**config.mk**
```make
export PLATFORM = sky130hd
export DESIGN_NAME = if_fetch
export DESIGN_NICKNAME = d
export VERILOG_FILES = /design/src/rtl/if_fetch.sv
export SDC_FILE = /design/constraint.sdc
export NUM_CORES = 1
export LEC_CHECK = 0
export CAP_MARGIN = 5
export CORE_MARGIN = 2
export CORE_UTILIZATION = 35
export DETAILED_ROUTE_END_ITERATION = 8
export PLACE_DENSITY_LB_ADDON = 0.3
export SYNTH_ARGS = -nofsm -noshare
export SYNTH_HDL_FRONTEND = slang
export SYNTH_SLANG_ARGS = --single-unit
```
**constraint.sdc**
```tcl
create_clock -name clock -period 10.69 [get_ports clock]
set_input_delay 2.138 -clock clock [delete_from_list [all_inputs] [get_ports clock]]
set_output_delay 2.138 -clock clock [all_outputs]
set_load 0.005 [all_outputs]
```
**src/rtl/if_fetch.sv**
```systemverilog
// Instruction-fetch stage: owns the PC, issues in-order imem requests and
// buffers returned words in a small tagged prefetch queue feeding IF/ID.
module if_fetch #(
    parameter logic [31:0] RESET_PC  = 32'h0000_0000,
    parameter int unsigned QDEPTH    = 2,
    parameter logic [31:0] NOP_INSTR = 32'h0000_0013
) (
    input  logic        clock,
    input  logic        reset,
    input  logic        stall,
    input  logic        redirect,
    input  logic [31:0] redirect_pc,
    output logic        imem_req,
    output logic [31:0] imem_addr,
    input  logic        imem_gnt,
    input  logic        imem_rvalid,
    input  logic [31:0] imem_rdata,
    output logic [31:0] instr,
    output logic [31:0] npc,
    output logic        valid
);

    localparam int unsigned PW = (QDEPTH > 1) ? $clog2(QDEPTH) : 1;
    localparam int unsigned CW = PW + 1;
    localparam int unsigned SW = CW + 1;

    typedef enum logic [1:0] {
        BOOT  = 2'd0,
        FETCH = 2'd1,
        FLUSH = 2'd2
    } state_t;

    typedef struct packed {
        logic [31:0] instr;
        logic [31:0] pc;
    } entry_t;

    state_t        state;
    state_t        state_nxt;
    logic [31:0]   pc;
    logic [31:0]   rsp_pc;
    logic [31:0]   redirect_target;
    entry_t        q_mem [QDEPTH];
    logic [PW-1:0] head;
    logic [PW-1:0] tail;
    logic [CW-1:0] count;
    logic [CW-1:0] outstanding;
    logic [CW-1:0] discard;
    logic [CW-1:0] stale_left;
    logic [CW-1:0] discard_left;
    logic          q_valid;
    logic          pop;
    logic          credit_ok;
    logic          gnt;
    logic          rsp;
    logic          push;
    logic          unused_rpc;

    assign redirect_target = {redirect_pc[31:2], 2'b00};
    assign unused_rpc      = ^redirect_pc[1:0];

    // Handshake qualifiers; a response with nothing outstanding is ignored.
    assign q_valid      = (count != '0);
    assign pop          = q_valid & ~stall & ~redirect;
    assign credit_ok    = (SW'(count) - SW'(pop) + SW'(outstanding)) < SW'(QDEPTH);
    assign gnt          = imem_req & imem_gnt;
    assign rsp          = imem_rvalid & (outstanding != '0);
    assign push         = rsp & (state == FETCH) & ~redirect;
    assign stale_left   = outstanding - CW'(rsp);
    assign discard_left = discard - CW'(rsp & (discard != '0));

    always_ff @(posedge clock or negedge reset) begin
        if (!reset) begin
            state <= BOOT;
        end else begin
            state <= state_nxt;
        end
    end

    always_comb begin
        state_nxt = state;
        case (state)
            BOOT:    state_nxt = FETCH;
            FETCH:   if (redirect && (stale_left != '0)) state_nxt = FLUSH;
            FLUSH:   if (discard_left == '0) state_nxt = FETCH;
            default: state_nxt = BOOT;
        endcase
    end

    always_comb begin
        imem_req  = (state == FETCH) & credit_ok & ~redirect;
        imem_addr = pc;
        valid     = q_valid;
        instr     = NOP_INSTR;
        npc       = '0;
        if (q_valid) begin
            instr = q_mem[head].instr;
            npc   = q_mem[head].pc + 32'd4;
        end
    end

    // PC, response tag, in-flight counters and the prefetch queue.
    always_ff @(posedge clock or negedge reset) begin
        if (!reset) begin
            pc          <= RESET_PC;
            rsp_pc      <= RESET_PC;
            outstanding <= '0;
            discard     <= '0;
            head        <= '0;
            tail        <= '0;
            count       <= '0;
            for (int i = 0; i < int'(QDEPTH); i++) begin
                q_mem[i] <= '0;
            end
        end else begin
            outstanding <= outstanding + CW'(gnt) - CW'(rsp);
            if (redirect) begin
                pc     <= redirect_target;
                rsp_pc <= redirect_target;
                head   <= '0;
                tail   <= '0;
                count  <= '0;
            end else begin
                if (gnt) begin
                    pc <= pc + 32'd4;
                end
                if (push) begin
                    q_mem[tail] <= {imem_rdata, rsp_pc};
                    tail        <= tail + PW'(1);
                    rsp_pc      <= rsp_pc + 32'd4;
                end
                if (pop) begin
                    head <= head + PW'(1);
                end
                count <= count + CW'(push) - CW'(pop);
            end
            // Responses still owed to the old stream are counted down in FLUSH.
            if ((state == FETCH) && redirect) begin
                discard <= stale_left;
            end else if (state == FLUSH) begin
                discard <= discard_left;
            end
        end
    end

endmodule

```
# Word level (Yosys, flattened, before mapping)
# Index checks and enable logic that the tools add are counted.
# Widths: inputs -> output; s select.
# op_classes
n_addsub	13
n_lt_le_gt_ge	4
eq_ne	4
n_mux	22
bitwise_logic	13
n_reduce_logical	15
# op_table
operator	n
$mux 64	4
$mux 32	6
$bwmux 128	1
$add 32x3->32 const B	3
$demux 64 s1	1
$reduce_bool 2->1	8
$mux 2	5
$and 1x1->1	9
$sub 2x1->2	4
$pmux 2 s3	1
$add 2x1->2	2
$ge 2x2->1 const B	2
$logic_not 2->1	2
$mux 1	4
$not 1->2	2
$reduce_and 2->1	2
$add 3x2->3	1
$logic_and 1x1->1	3
$lt 3x2->1 const B	1
$sub 2x1->3	1
$add 1x1->1 const B	2
$eq 2x1->1 const B	1
$eq 2x2->1 const B	1
$lt 2x1->1 const B	1
3 further kinds	4
# totals
ff_bits	202
inputBits	70
out_inout_bits	98
word_cells	83

# Logic depth before layout (Yosys ltp)
# depth
ltp_word	11
ltp_mapped	15
depth_no_buf	13

# Least setup slack after synthesis
# No wires, ideal clock.
# synth_timing
path_type	input to output
startpoint	in redirect
endpoint	out imem_req
t_arrival_ns	4.090
t_required_ns	8.552
path_slack_ns	4.462
cell_stages	8
n_path_buf	2
cell_sequence	clkbuf_1 > clkbuf_1 > nor3_1 > ha_1 > nand2b_1 > fa_1 > xnor2_1 > nor4b_1
# synth_via
elab_chain_len	7
# synth_rtl
element	line	source
start, declared	11	input logic redirect,
$not 1->1 (no line) *	-	
$and 1x1->1	64	assign pop = q_valid & ~stall & ~redirect;
$sub 2x1->3	65	assign credit_ok = (SW'(count) - SW'(pop) + SW'(outstanding)) < SW'(QDEPTH);
$add 3x2->3	65	
$lt 3x2->1	65	
$and 1x1->1	91	imem_req = (state == FETCH) & credit_ok & ~redirect;
$and 1x1->1 *	91	
end, declared	13	output logic imem_req,
# Every way passes the cells marked *; elsewhere a longest branch is shown, timed or not.

# Worst setup path in the final report
# layout_timing
startpoint	in stall
endpoint	out imem_req
# layout_via
elab_chain_len	8
# layout_rtl
element	line	source
start, declared	10	input logic stall,
$not 1->1	64	
$and 1x1->1 (2 in a row)	64	
$sub 2x1->3	65	
$add 3x2->3	65	
$lt 3x2->1	65	
$and 1x1->1 (2 in a row)	91	
# No other way between the ends.

==> results.yml <==
run_status:
  status: "complete, no violations"
power_and_ir_drop:
  p_total_mw: 2.92
  ir_drop_v: 0.000109
  p_leak_nw: 5.08
  internal-power_mw: 1.90
  net-switching-power_mw: 1.02
  switching_share_pct: 34.9
  seqPwrFrac_pct: 42.2
  p_clk_share_pct: 21.3
  powerDensity_nw_per_um2: 225
  comb_power_share_pct: 36.5
clock_tree:
  clk_latency_ns: 0.43
  cts_inserted_buffers: 17
  tritoncts: "yes"
  post-cts-setup-buffers: 0
  postCtsHoldBufs: 0
  cts_resized: 0
  ctsHtreeMaxLevel: 4
  clock_sinks: 194
  clk_path_buf_depth: 2
  cts_root_buf: "clkbuf_16"
  clkSlewWorstSetupHoldPaths_ns: 0.07
logic_synthesis:
  synth_xor_area_share_pct: 4.85
  synthDistinctLibCells: 70
  syn_area_um2: 10500
  synth_top_flop_cell: "dfrtp_1"
  synth_top_area_share_pct: 46.3
  avgSynthCellArea_um2: 10.8
  synth-edff-count: 0
  ys_warn_count: 0
  yosysMostFrequentCell: "dfrtp_1"
  yosys-top-cells-count: "dfrtp_1, mux2_2, nand2_1"
  synth_compound_area_share_pct: 8.04
  yosys.area_share.simple_pct: 15.9
  synthAdderAreaFrac_pct: 1.50
  synth_area_leader_cell: "dfrtp_1"
  synthMuxAreaShare_pct: 20.3
  synth_area_leaders: "dfrtp_1, mux2_2, mux2i_1, nand2_1, xnor2_1"
  synth_seq_cells: 194
  postSynthCellCount: 970
  synth_top_family_by_area: "multiplexers"
  synthArstFlopShare_pct: 100
  ys_seq_area_share_pct: 46.3
route:
  drtIter0Drc: 408
  firstDrtPassIters: 5
  via_count: 7979
  wl_per_cell_um: 17.5
  drt_wl_total_um: 26400
  route.detailed.drc: 0
  ant_nets: 0
  via_per_inst: 5.28
critical_path:
  critPathArrivalTime_ns: 4.98
  crit_required_ns: 8.55
  worstRegToRegCells: 15
  cp_common_cell: "clkdlybuf4s50_1"
  crit_path_start_kind: "primary input"
  path_class: "primary input to primary output"
  cp_max_fo: 5
  crit_family: "buffers and inverters"
  slowest_stage: "clkdlybuf4s50_1"
  cpPeakStageDelay_ns: 0.59
  cp_num_cells: 8
  cp_num_buf_inv: 2
  crit_chain: "clkdlybuf4s50_1 -> nor3_1 -> ha_1 -> nand2b_1 -> fa_1 -> xnor2_1 -> nor4b_1 -> clkdlybuf4s50_1"
  cp-end-kind: "primary output"
placement:
  placed_cell_area_um2: 12400
  globalplace.congestion: 0.813
  dp_hpwl_um: 18200
  numPortBuffers: 161
global_routing:
  grt.overflow.total: 0
  grt_pass1_wl_um: 42900
  grtUsageTotal_pct: 17.2
  antenna_found_initial: 0
  grt_pass1_vias: 7896
  grt_max_degree: 112
timing:
  fin_skew_ns: 0.0152
  rsz0062_at_grt: "no"
  worst_pin_slew_ns: 1.08
  timing.setup.tns_ns: 0
  finalHoldViolCount: 0
  period_minus_slack_ns: 7.12
  fmax_ghz: 0.141
  fin_crit_sh_pct: 66.6
  slew_viol_final: 0
  max-slew-margin-rel_pct: 28.1
  finalSetupViolCount: 0
die:
  die_area_um2: 31400
  rows: 63
  pin_count: 168
  die_h_um: 177
  die_w_um: 177
  start_util_pct: 35.5
  core_area_um2: 29600
finish:
  fin_area_um2: 13000
  nets: 1192
  drive_above_1_share_pct: 18.0
  diodes: 0
  fill_cells: 2860
  synthToLayoutAreaGrowth_pct: 23.9
  regArea_um2: 4860
  multiInputGateArea_um2: 5330
flow_run:
  cap_violations: 0
worst_hold_path:
  whs_path_depth: 1
  hp-class: "register to register"
final timing paths:
check                                                 to                   from  slack, ns
worst max-delay path                            imem_req                  stall       3.57
worst min-delay path               q_mem[20]$_DFFE_PN0P_  q_mem[20]$_DFFE_PN0P_       0.51
worst max register to register  outstanding[1]$_DFF_PN0_     count[0]$_DFF_PN0_       6.59
worst min register to register     q_mem[20]$_DFFE_PN0P_  q_mem[20]$_DFFE_PN0P_       0.51
max in group asynchronous          q_mem[85]$_DFFE_PN0P_                  reset       7.20
min in group asynchronous           state[0]$_DFFE_PN0P_                  reset       1.84
sequential cells by signal (all words and copies together) (netlist names):
name and count:
head 1, q_mem 124, outstanding 2, discard 2, imem_addr 30, rsp_pc 30, state 2, count 2
tail 1
area by class of cell:
class / instances / share of cell area, %
clock buffers: 17 / 3.28
clock inverters: 14 / 1.12
inverters: 19 / 0.549
multi-input cells: 709 / 41.0
flip-flops and latches: 194 / 37.4
well taps: 390 / 3.76
repair buffers: 169 / 12.9
cell usage in the layout (no fill, tap or decap), types with 21 or more instances in the layout:
master           count
dfrtp_1            193
clkdlybuf4s50_1    159
mux2_2             144
nand2_1             69
nor2_1              63
mux2i_1             47
nand3_1             39
o21ai_0             37
nand4_1             37
xnor2_1             29
xor2_1              29
nor3_1              26
a21oi_1             21
power groups by stage:
stage	logic [mW]	clock network [mW]	registers [mW]
4_1_cts	1.09	0.642	1.23
3_5_place_dp	1.08	0	1.25
3_3_place_gp	1.06	0	1.23
6_report	1.07	0.622	1.23
2_1_floorplan	0.736	0	1.16
5_1_grt	1.19	0.673	1.28
per-layer routing:
layer	part of all wire (%)	GRT usage, %	routed length (µm)	up-vias
met1	50	25.8	13300	3956
met4	0.62	2.89	163	0
met3	4.2	2.66	1100	11
met2	45	26.5	11800	188
met5	0	0	0	-
li1	-	-	-	3824
cell families (layout without fill, tap and decap cells):
kind of cell | after synthesis | after routing
buffers and inverters | 70 | 219
adder cells (fa/ha/maj) | 12 | 12
other | 1 | 4
XOR/XNOR | 58 | 58
multiplexers | 194 | 194
AND/OR/NAND/NOR | 317 | 317
AO/OA/AOI/OAI | 124 | 124
flip-flops | 194 | 194
stage by stage:
stage / hold WS (ns) / utilization, % / worst slack (ns) / std cells
after floorplan: 0.473 / - / 4.46 / 973
after CTS: 0.511 / 43.9 / 3.51 / 1512
after global routing: 0.520 / 43.9 / 3.37 / 1512
after global placement: 0.488 / 42.0 / 3.50 / 1481
after detailed placement: 0.493 / 42.0 / 3.53 / 1481
final: 0.506 / 43.9 / 3.57 / 1512
worst register-to-register path, cell delays in order (launching register included):
cell and delay (ns):
dfrtp_1 0.43, nor2_4 0.11, buf_4 0.54, nor3_1 0.16, ha_1 0.30, nand2b_1 0.15, fa_1 0.51, nand4b_1 0.26
nor3_2 0.23, buf_4 0.28, inv_2 0.23, ha_1 0.34, inv_1 0.04, ha_1 0.17, xnor2_1 0.16, xnor2_1 0.13
No activity file was read; power rests on OpenSTA's default activity.
